==> config.mk <==
export PLATFORM = sky130hd
export DESIGN_NAME = fpu_vec_shuf_pipe_flat
export DESIGN_NICKNAME = d
export VERILOG_FILES = /design/src/rtl/fpu_vec_shuf_pipe_if.sv /design/src/rtl/fpu_vec_shuf_pipe.sv /design/src/flat_wrapper.sv
export SDC_FILE = /design/constraint.sdc
export NUM_CORES = 1
export LEC_CHECK = 0
export ABC_AREA = 1
export BUFFER_PORTS_ARGS = -buffer_cell sky130_fd_sc_hd__buf_2
export CAP_MARGIN = 20
export CORE_ASPECT_RATIO = 0.75
export CORE_MARGIN = 3
export CORE_UTILIZATION = 35
export CTS_CLUSTER_DIAMETER = 150
export DETAILED_ROUTE_END_ITERATION = 6
export GPL_TIMING_DRIVEN = 0
export HOLD_SLACK_MARGIN = 0.1
export PLACE_DENSITY_LB_ADDON = 0.08
export REMOVE_ABC_BUFFERS = 1
export SKIP_CTS_REPAIR_TIMING = 1
export SYNTH_ARGS = -nofsm -noshare
export SYNTH_HDL_FRONTEND = slang
export SYNTH_SLANG_ARGS = --single-unit
==> constraint.sdc <==
create_clock -name clock -period 1.7 [get_ports clock]
set_input_delay 0.17 -clock clock [delete_from_list [all_inputs] [get_ports clock]]
set_output_delay 0.17 -clock clock [all_outputs]
set_load 0.05 [all_outputs]
==> src/rtl/fpu_vec_shuf_pipe_if.sv <==
// -----------------------------------------------------------------------------
// fpu_vec_shuf_pipe_if
//
// Purpose : Bundles the operand, control and result signals of the FPU vector
//           shuffle stage so the upstream operand stage (master) and the
//           shuffle pipe (slave) connect through one port.
//
// Signals :
//   exHold    core-wide pipeline hold (1 = freeze all pipe registers)
//   opValid   a shuffle op is presented this cycle
//   opDoShuf  1: use shufCtl, 0: identity lane order
//   regValRs  source vector S, lane i = bits [32i+31:32i]
//   regValRt  source vector T, same lane layout
//   shufCtl   lane index for output lane i = shufCtl[2i+1:2i]
//   srcSel    per-output-lane source select (0 = S, 1 = T)
//   negMask   per-output-lane bit-31 flip (only honoured with the negate build)
//   regOut    registered shuffled result
//   outValid  regOut holds a result produced this cycle
//
// Modports: master = upstream driver / bench, slave = fpu_vec_shuf_pipe.
// -----------------------------------------------------------------------------
interface fpu_vec_shuf_pipe_if;
    logic         exHold;
    logic         opValid;
    logic         opDoShuf;
    logic [127:0] regValRs;
    logic [127:0] regValRt;
    logic [7:0]   shufCtl;
    logic [3:0]   srcSel;
    logic [3:0]   negMask;
    logic [127:0] regOut;
    logic         outValid;

    modport master (
        output exHold,
        output opValid,
        output opDoShuf,
        output regValRs,
        output regValRt,
        output shufCtl,
        output srcSel,
        output negMask,
        input  regOut,
        input  outValid
    );

    modport slave (
        input  exHold,
        input  opValid,
        input  opDoShuf,
        input  regValRs,
        input  regValRt,
        input  shufCtl,
        input  srcSel,
        input  negMask,
        output regOut,
        output outValid
    );
endinterface

==> src/rtl/fpu_vec_shuf_pipe.sv <==
// -----------------------------------------------------------------------------
// fpu_vec_shuf_pipe
//
// Purpose : Two-stage, four-lane 128-bit vector shuffle for the FPU SIMD path.
//           Stage 1 captures both source vectors plus the effective lane-index
//           word, source selects and (optionally) the negate mask. Stage 2
//           builds every 32-bit output lane from any lane of either source and
//           registers the result for writeback/forwarding. Latency is two
//           unheld cycles, throughput one op per unheld cycle.
//
// Ports   :
//   clock   in   core clock, all state updates on the rising edge
//   reset   in   synchronous active-high reset, wins over exHold
//   bus     slave modport of fpu_vec_shuf_pipe_if (operands, control, result)
//
// Build option:
//   FPUVEC_SHUF_NEG_EN  when defined, output lane i has bit 31 inverted when
//                       the captured negMask[i] is 1. When undefined negMask
//                       is ignored and no register is kept for it.
// -----------------------------------------------------------------------------
module fpu_vec_shuf_pipe (
    input  logic                  clock,
    input  logic                  reset,
    fpu_vec_shuf_pipe_if.slave    bus
);

    localparam int          LANES    = 4;
    localparam int          LANE_W   = 32;
    localparam int          VEC_W    = LANES * LANE_W;
    // Identity lane order: output lane i reads source lane i.
    localparam logic [7:0]  IDX_IDENT = 8'b11_10_01_00;

    // Pick one 32-bit lane out of S or T.
    function automatic logic [LANE_W-1:0] f_lane_pick(
        input logic [VEC_W-1:0] s,
        input logic [VEC_W-1:0] t,
        input logic [1:0]       idx,
        input logic             sel
    );
        logic [VEC_W-1:0] src;
        src = sel ? t : s;
        return src[{idx, 5'b00000} +: LANE_W];
    endfunction

`ifdef FPUVEC_SHUF_NEG_EN
    // Only the sign bit is touched; the lane is never interpreted as FP.
    function automatic logic [LANE_W-1:0] f_sign_flip(
        input logic [LANE_W-1:0] lane,
        input logic              flip
    );
        return {lane[LANE_W-1] ^ flip, lane[LANE_W-2:0]};
    endfunction
`endif

    logic             w_adv;
    logic [7:0]       w_eff_idx_p0;

    logic             r_vld_p1;
    logic [VEC_W-1:0] r_s_p1;
    logic [VEC_W-1:0] r_t_p1;
    logic [7:0]       r_idx_p1;
    logic [3:0]       r_sel_p1;
`ifdef FPUVEC_SHUF_NEG_EN
    logic [3:0]       r_neg_p1;
`else
    logic             w_unused_neg;
`endif

    logic [VEC_W-1:0] w_res_p1;

    logic             r_vld_p2;
    logic [VEC_W-1:0] r_out_p2;

    assign w_adv        = ~bus.exHold;
    assign w_eff_idx_p0 = bus.opDoShuf ? bus.shufCtl : IDX_IDENT;

`ifndef FPUVEC_SHUF_NEG_EN
    // negMask is part of the shared bus but carries no meaning in this build.
    assign w_unused_neg = ^bus.negMask;
`endif

    // ---- stage 0 -> 1 : operand capture ----
    always_ff @(posedge clock) begin
        if (reset) begin
            r_vld_p1 <= 1'b0;
            r_s_p1   <= '0;
            r_t_p1   <= '0;
            r_idx_p1 <= '0;
            r_sel_p1 <= '0;
`ifdef FPUVEC_SHUF_NEG_EN
            r_neg_p1 <= '0;
`endif
        end else if (w_adv) begin
            r_vld_p1 <= bus.opValid;
            // Data registers only move on a real op so idle cycles cost no toggles.
            if (bus.opValid) begin
                r_s_p1   <= bus.regValRs;
                r_t_p1   <= bus.regValRt;
                r_idx_p1 <= w_eff_idx_p0;
                r_sel_p1 <= bus.srcSel;
`ifdef FPUVEC_SHUF_NEG_EN
                r_neg_p1 <= bus.negMask;
`endif
            end
        end
    end

    // Per-lane 4:1 lane mux plus source select; lanes are fully independent,
    // so duplicates and broadcasts fall out naturally.
    always_comb begin
        w_res_p1 = '0;
        for (int i = 0; i < LANES; i++) begin
`ifdef FPUVEC_SHUF_NEG_EN
            w_res_p1[i*LANE_W +: LANE_W] =
                f_sign_flip(f_lane_pick(r_s_p1, r_t_p1, r_idx_p1[2*i +: 2], r_sel_p1[i]),
                            r_neg_p1[i]);
`else
            w_res_p1[i*LANE_W +: LANE_W] =
                f_lane_pick(r_s_p1, r_t_p1, r_idx_p1[2*i +: 2], r_sel_p1[i]);
`endif
        end
    end

    // ---- stage 1 -> 2 : result register ----
    always_ff @(posedge clock) begin
        if (reset) begin
            r_vld_p2 <= 1'b0;
            r_out_p2 <= '0;
        end else if (w_adv) begin
            r_vld_p2 <= r_vld_p1;
            // On a bubble the last result stays visible for forwarding.
            if (r_vld_p1) begin
                r_out_p2 <= w_res_p1;
            end
        end
    end

    assign bus.regOut   = r_out_p2;
    assign bus.outValid = r_vld_p2;

endmodule
==> src/flat_wrapper.sv <==
// flat-port wrapper written by rule: the top's interface ports become plain ports
module fpu_vec_shuf_pipe_flat 
  (clock, reset, bus_exHold, bus_opValid, bus_opDoShuf, bus_regValRs, bus_regValRt, bus_shufCtl, bus_srcSel, bus_negMask, bus_regOut, bus_outValid);
  fpu_vec_shuf_pipe_if bus_i ();
  input  logic clock;
  input  logic reset;
  input wire logic [$bits(bus_i.exHold)-1:0] bus_exHold;
  input wire logic [$bits(bus_i.opValid)-1:0] bus_opValid;
  input wire logic [$bits(bus_i.opDoShuf)-1:0] bus_opDoShuf;
  input wire logic [$bits(bus_i.regValRs)-1:0] bus_regValRs;
  input wire logic [$bits(bus_i.regValRt)-1:0] bus_regValRt;
  input wire logic [$bits(bus_i.shufCtl)-1:0] bus_shufCtl;
  input wire logic [$bits(bus_i.srcSel)-1:0] bus_srcSel;
  input wire logic [$bits(bus_i.negMask)-1:0] bus_negMask;
  output wire logic [$bits(bus_i.regOut)-1:0] bus_regOut;
  output wire logic [$bits(bus_i.outValid)-1:0] bus_outValid;
  assign bus_i.exHold = bus_exHold;
  assign bus_i.opValid = bus_opValid;
  assign bus_i.opDoShuf = bus_opDoShuf;
  assign bus_i.regValRs = bus_regValRs;
  assign bus_i.regValRt = bus_regValRt;
  assign bus_i.shufCtl = bus_shufCtl;
  assign bus_i.srcSel = bus_srcSel;
  assign bus_i.negMask = bus_negMask;
  assign bus_regOut = bus_i.regOut;
  assign bus_outValid = bus_i.outValid;
  fpu_vec_shuf_pipe u_core (.clock(clock), .reset(reset), .bus(bus_i));
endmodule
After elaboration in Yosys (flattened, before gate mapping). Cells that the tools add are included.

Input bits: 277. Logic and storage cells: 19. Bits in read-only memories: 0. Memory bits (writable): 0. Bits in registers: 398. Memories: 0. Bits in latches: 0.

Shifts and indexed selects: 4. $add $sub $neg: 0. Divide/modulo/power cells: 0. Reductions and logical operators: 2. Eq/ne operators: 0. Bitwise operators: 1. Multiplexer cells: 5. Magnitude comparators: 0. Multiply operators: 0.

Operators by type and width (count): $mux 128 (4); $shiftx 128x8->32 (4); $mux 8 (1); $reduce_and 2->1 (2); $not 1->1 (1).

Logic depth before layout (Yosys ltp). Gate-level depths: netlist of the first run.

Depth after elaboration: 2. Mapped depth: 8. Mapped depth without buffers: 6.

Least setup slack after synthesis of the first run. No wires, ideal clock.

Path kind: reg2reg. From: register u_core.r_idx_p1[7]. To: register u_core.r_out_p2[120], in the netlist u_core.bus.regOut[120]. Path slack: 0.557 ns. Clock period less this slack: 1.143 ns. Cell stages (with the launch flop): 7. Buffers on the path: 2. Arrival: 1.015 ns. Path through: dfxtp_1 -> buf_2 -> inv_1 -> buf_1 -> nand3_1 -> nand2_1 -> a21oi_1.

Cells in the longest elaborated chain, start to end: 1.

RTL lines: start: declaration (RTL line fpu_vec_shuf_pipe.sv:61) `logic [7:0] r_idx_p1;`; start signal: assignment (RTL line fpu_vec_shuf_pipe.sv:99) `r_idx_p1 <= w_eff_idx_p0;`; $shiftx 128x8->32 (RTL line fpu_vec_shuf_pipe.sv:42) `return src[{idx, 5'b00000} +: LANE_W];`; end signal: assignment (RTL line fpu_vec_shuf_pipe.sv:133) `r_out_p2 <= w_res_p1;`; end: declaration (RTL line fpu_vec_shuf_pipe.sv:72) `logic [VEC_W-1:0] r_out_p2;`.

No other way between the ends. A chain may end at the register's enable or synchronous reset.

Worst setup path after layout of the first run.
From: register u_core.r_idx_p1[0]. To: register u_core.r_out_p2[5], in the netlist u_core.bus.regOut[5].

Same word-level chain as after synthesis.

==> impl_metrics.ini, run 1 <==
[critical_path]
critPathSlowestCell = dfxtp_4
critPathCaptureType = register
cp.depth = 7
cp_num_buf_inv = 3
crit_type = register to register
crit_chain = buf_16, inv_16, buf_16, nand3_1, nand3_1, nand2_1, a21oi_1
rr_worst_depth = 7
setup.worst_path.start_class = register
cp_max_fo = 39
crit_required_ns = 2.16
cp_top_family = buffers and inverters
max_stage_delay_ns = 0.39
worstPathArrival_ns = 2.14

[synth]
yosysUniqueCellTypes = 17
syn-cell-area_um2 = 22750
synthTopCellsByArea = dfxtp_1, nand2_1, nand3_1, a21oi_1, o21ai_0
syn-instance-count = 3714
ys_warn_count = 0
ys_seq_area_frac = 0.3502
yosys.area.top_type = dfxtp_1
synth_seq_cells = 398
synth_top_area_frac = 0.3502
synth_edf_count = 0
synthArstFlopShare = 0
synth_area_per_cell_um2 = 6.127
ys.flop_type = dfxtp_1

[floorplanning]
pin_count = 406
initial_core_util = 0.3558
core.rowCount = 80
coreArea_um2 = 63960
dieArea_um2 = 68140
die_h_um = 226.8
die_w_um = 300.4

[min_path]
holdPathStages = 4
hold_class = input pin to register

[place]
finalWeightedCongestion = 0.7882
portBuffers = 401
dp_hpwl_um = 55770

[timing]
rsz0062_at_grt = false
whs_ns = 0.09524
drv_slew = 0
slew_headroom = 0.4954
skew_ns = 0.01777
fin_tns_setup_ns = 0
setup_viol = 0
fmax_mhz = 593.6
worstMarginPinSlew_ns = 0.7569
min_period_over_period = 0.9909
hold_violations = 0
period_needed_ns = 1.685

[cts]
numCtsBuffers = 47
cts_tree = done
clock_latency_ns = 0.58
htreeDepth = 2
clock-root-buffer = clkbuf_16
cts_max_path_buffers = 3
cts_sinks = 398
path_clk_slew_ns = 0.06

[grt]
grt_max_degree = 191
grt_pass1_vias = 23160
antenna_found_initial = 10
gr-total-overflow = 0
grt_usage = 0.2726
grt_pass1_wl_um = 144900

[detailed_routing]
ant_nets = 0
num_vias = 27950
drtPass1Iterations = 6
vias_per_cell = 5.462
drc = 0
drt_iter0_drc = 3129
wl_um = 120800
wire_per_inst_um = 23.62

[finish]
fin_nets = 4494
final_util = 0.4817
mostFrequentLayoutCells = nand2_1, nand3_1, buf_2, a21oi_1, dfxtp_1
final_common_cell = nand2_1
layout-drive-gt1-share = 0.1420
area_growth_pct = 35.41

[pwr]
p_leak_nw = 14.80
cellPowerDensity_nw_per_um2 = 924.2
worst_ir_drop_vdd_uv = 634.6

[run]
maxCapViolCount = 0

[run_status]
outcome = finished clean
-- worst paths after layout --
kind	startpoint	endpoint	slack (ns)
setup / recovery	u_core.r_idx_p1[0]	u_core.bus.regOut[5]	0.02
hold / removal	bus_opDoShuf	u_core.r_idx_p1[7]	0.1
setup reg to reg	u_core.r_idx_p1[0]	u_core.bus.regOut[5]	0.02
hold reg to reg	u_core.r_vld_p1	u_core.r_vld_p1	0.50
-- report_power, final --
part | internal, mW | switching (mW) | leakage [nW] | total [mW]
clock network | 6.53 | 4.33 | 0.791 | 10.9
logic | 2.57 | 4.93 | 10.7 | 7.50
registers | 9.88 | 0.237 | 3.28 | 10.1
-- cell families after synthesis --
logic type | count (synthesis) | share of synthesized area
buf+inv | 598 | 0.1146
simple gates | 1928 | 0.3606
flops | 398 | 0.3502
compound gates | 790 | 0.1746
-- cells in the mapped netlist (7+ instances only) --
library cell / n
inv_2: 7
buf_2: 194
buf_1: 21
o21ai_0: 385
buf_6: 11
inv_1: 265
clkbuf_1: 74
nand3_1: 768
a21oi_1: 394
nand2_1: 1155
a211oi_1: 8
clkbuf_2: 24
dfxtp_1: 398
-- final cells by class --
| cell class | count | area, um^2 |
|---|---|---|
| Antenna cell | 2 | 5.005 |
| Fill cell | 6545 | 33150 |
| Sequential cell | 398 | 8013 |
| Clock inverter | 13 | 215.2 |
| Tap cell | 861 | 1077 |
| Timing Repair inverter | 6 | 65.06 |
| Multi-Input combinational cell | 2718 | 12200 |
| Inverter | 272 | 1187 |
| Timing Repair Buffer | 774 | 6655 |
| Clock buffer | 72 | 1393 |
-- worst register-to-register path: stages (launching register included) --
cell and delay, ns:
dfxtp_4 0.39, buf_16 0.31, inv_16 0.19, buf_16 0.23, nand3_1 0.13, nand3_1 0.13
nand2_1 0.12, a21oi_1 0.06
-- stage by stage --
| stage | setup WS, ns | cell area (um^2) | total power, mW | std cells |
|---|---|---|---|---|
| 2_1_floorplan | -3.122 | 21170 | 14.29 | 3388 |
| 3_3_place_gp | -8.707 | 24250 | 16.61 | 4650 |
| 3_5_place_dp | -0.8352 | 25170 | 16.41 | 4682 |
| 4_1_cts | -0.8595 | 26780 | 27.23 | 4767 |
| 5_1_grt | 0.004711 | 30810 | 29.61 | 5115 |
| 6_report | 0.01550 | 30810 | 28.48 | 5116 |
-- sequential cells by signal, indices dropped and copies added (netlist names) --
name,count
u_core.bus.outValid,1
u_core.r_idx_p1,8
u_core.r_s_p1,128
u_core.bus.regOut,128
u_core.r_vld_p1,1
u_core.r_t_p1,128
u_core.r_sel_p1,4
-- per-layer routing --
metal	track usage	vias to the layer above	wire length [um]
met4	0.05852	6	3395
met1	0.3901	13060	52840
li1	-	13240	-
met2	0.4244	1409	52390
met5	0	-	40
met3	0.05274	235	12150
Note: power is estimated with default switching activity, not from simulation.
==> run 2: changes to the inputs <==
- CORE_UTILIZATION: 35 -> 40
- SETUP_SLACK_MARGIN: unset -> 0.1
==> impl_metrics.ini, run 2 (synthesis results as in run 1) <==
[grt]
gr-total-overflow = 0
grt_pass1_vias = 22970
grt_max_degree = 167
grt_usage = 0.2990
grt_pass1_wl_um = 140100
globalRouteMet1Util = 0.4267
grt.busiest_layer = met2
grt_use_met2 = 0.4587
antenna_found_initial = 8
use_met3 = 0.06905

[cts]
clock-root-buffer = clkbuf_16
path_clk_slew_ns = 0.07
htreeDepth = 2
cts_sinks = 398
clock_latency_ns = 0.61
numCtsBuffers = 45
cts_max_path_buffers = 3
cts_tree = done

[critical_path]
crit_required_ns = 2.16
worstPathArrival_ns = 2.03
cp_max_fo = 22
critPathCaptureType = register
crit_type = register to register
r2r-start = u_core.r_idx_p1[5]
rr_worst_depth = 6
timing.rr.end = u_core.bus.regOut[85]
setup.worst_path.start_class = register
ff2ff_setup_slack_ns = 0.13

[timing]
worstMarginPinSlew_ns = 0.6005
period_needed_ns = 1.574
fmax_mhz = 635.3
rsz0062_at_grt = false
final.setup.worst_slack_ns = 0.1260
setup_viol = 0
drv_slew = 0
hold_violations = 0
min_period_over_period = 0.9259
slew_headroom = 0.5997
skew_ns = 0.03152

[floorplanning]
dieArea_um2 = 59810
initial_core_util = 0.4055
core.rowCount = 75
die_h_um = 212.6
coreArea_um2 = 56120
die_w_um = 281.4
pin_count = 406

[detailed_routing]
vias_per_cell = 5.740
wl_um = 120300
drt_iter0_drc = 3703
ant_nets = 0
drc = 0
drtPass1Iterations = 6
num_vias = 28710
wire_per_inst_um = 24.05

[min_path]
holdPathStages = 4
hold_class = input pin to register
min_to = u_core.r_t_p1[10]
worstHoldStart = reset

[pwr]
cellPowerDensity_nw_per_um2 = 925.1
p_leak_nw = 14.96
worst_ir_drop_vdd_uv = 753.3

[finish]
layout-drive-gt1-share = 0.1481
fin_nets = 4512
final_cells = 5002
final_common_cell = nand2_1
area_growth_pct = 35.98
mostFrequentLayoutCells = nand2_1, nand3_1, buf_2, a21oi_1, dfxtp_1

[place]
finalWeightedCongestion = 0.8011
pre_cts_ws_ns = -0.8700
portBuffers = 401
place_inst = 4550
dp_hpwl_um = 53980

[run]
maxCapViolCount = 0

[run_status]
outcome = finished clean
-- run 2: critical path, cell delays in order (launching register included) --
cell	delay (ns)
dfxtp_4	0.36
buf_12	0.18
inv_6	0.26
buf_12	0.27
nand3_1	0.11
nand2_1	0.11
a21oi_1	0.07
-- run 2: worst max path at each step --
stage / from / end / slack (ns) / depth (start not counted)
6_report: u_core.r_idx_p1[5] / u_core.bus.regOut[85] / 0.13 / 6
3_3_place_gp: u_core.r_sel_p1[0] / u_core.bus.regOut[17] / -8.07 / 6
5_1_grt: u_core.r_sel_p1[0] / u_core.bus.regOut[10] / 0.05 / 8
2_1_floorplan: bus_exHold / u_core.r_s_p1[0] / -3.12 / 4
3_5_place_dp: u_core.r_sel_p1[1] / u_core.bus.regOut[45] / -0.87 / 8
4_1_cts: u_core.r_sel_p1[1] / u_core.bus.regOut[45] / -0.88 / 8
-- run 2: layer usage --
| metal | wire length [um] | share of wire | up-vias |
|---|---|---|---|
| met5 | 65 | 0.00054 | - |
| met4 | 3847 | 0.032 | 10 |
| met3 | 15670 | 0.13 | 304 |
| met2 | 51270 | 0.43 | 1844 |
| met1 | 49470 | 0.41 | 13290 |
| li1 | - | - | 13270 |
-- run 2: where the power goes --
group | leakage, nW | internal, mW | switching, mW
Sequential | 3.28 | 9.88 | 0.215
Clock | 0.795 | 6.45 | 4.41
Combinational | 10.9 | 2.64 | 5.03
Total | 15.0 | 19.0 | 9.66
-- run 2: through the flow --
| step | cell area (um^2) | util | power [mW] | hold WS (ns) | TNS, ns |
|---|---|---|---|---|---|
| 6_report | 30940 | 0.5514 | 28.62 | 0.1126 | 0 |
| 5_1_grt | 30930 | 0.5512 | 29.63 | 0.1378 | 0 |
| 4_1_cts | 26530 | 0.4727 | 27.06 | -0.1746 | -84.59 |
| 3_5_place_dp | 24930 | 0.4443 | 16.32 | 0.4529 | -139.55 |
| 3_3_place_gp | 24090 | 0.4293 | 16.52 | 0.4462 | -2609.05 |
| 2_1_floorplan | 21170 | - | 14.29 | 0.2391 | -1199.11 |
-- run 2: area by class of cell --
class | instances | area [um^2]
repair inverters | 8 | 82.58
repair buffers | 792 | 6874
well taps | 731 | 914.6
fillers | 5519 | 25180
diodes | 4 | 10.01
clock buffers | 63 | 1356
flip-flops and latches | 398 | 8013
inverters | 272 | 1252
clock inverters | 16 | 237.7
multi-input cells | 2718 | 12200
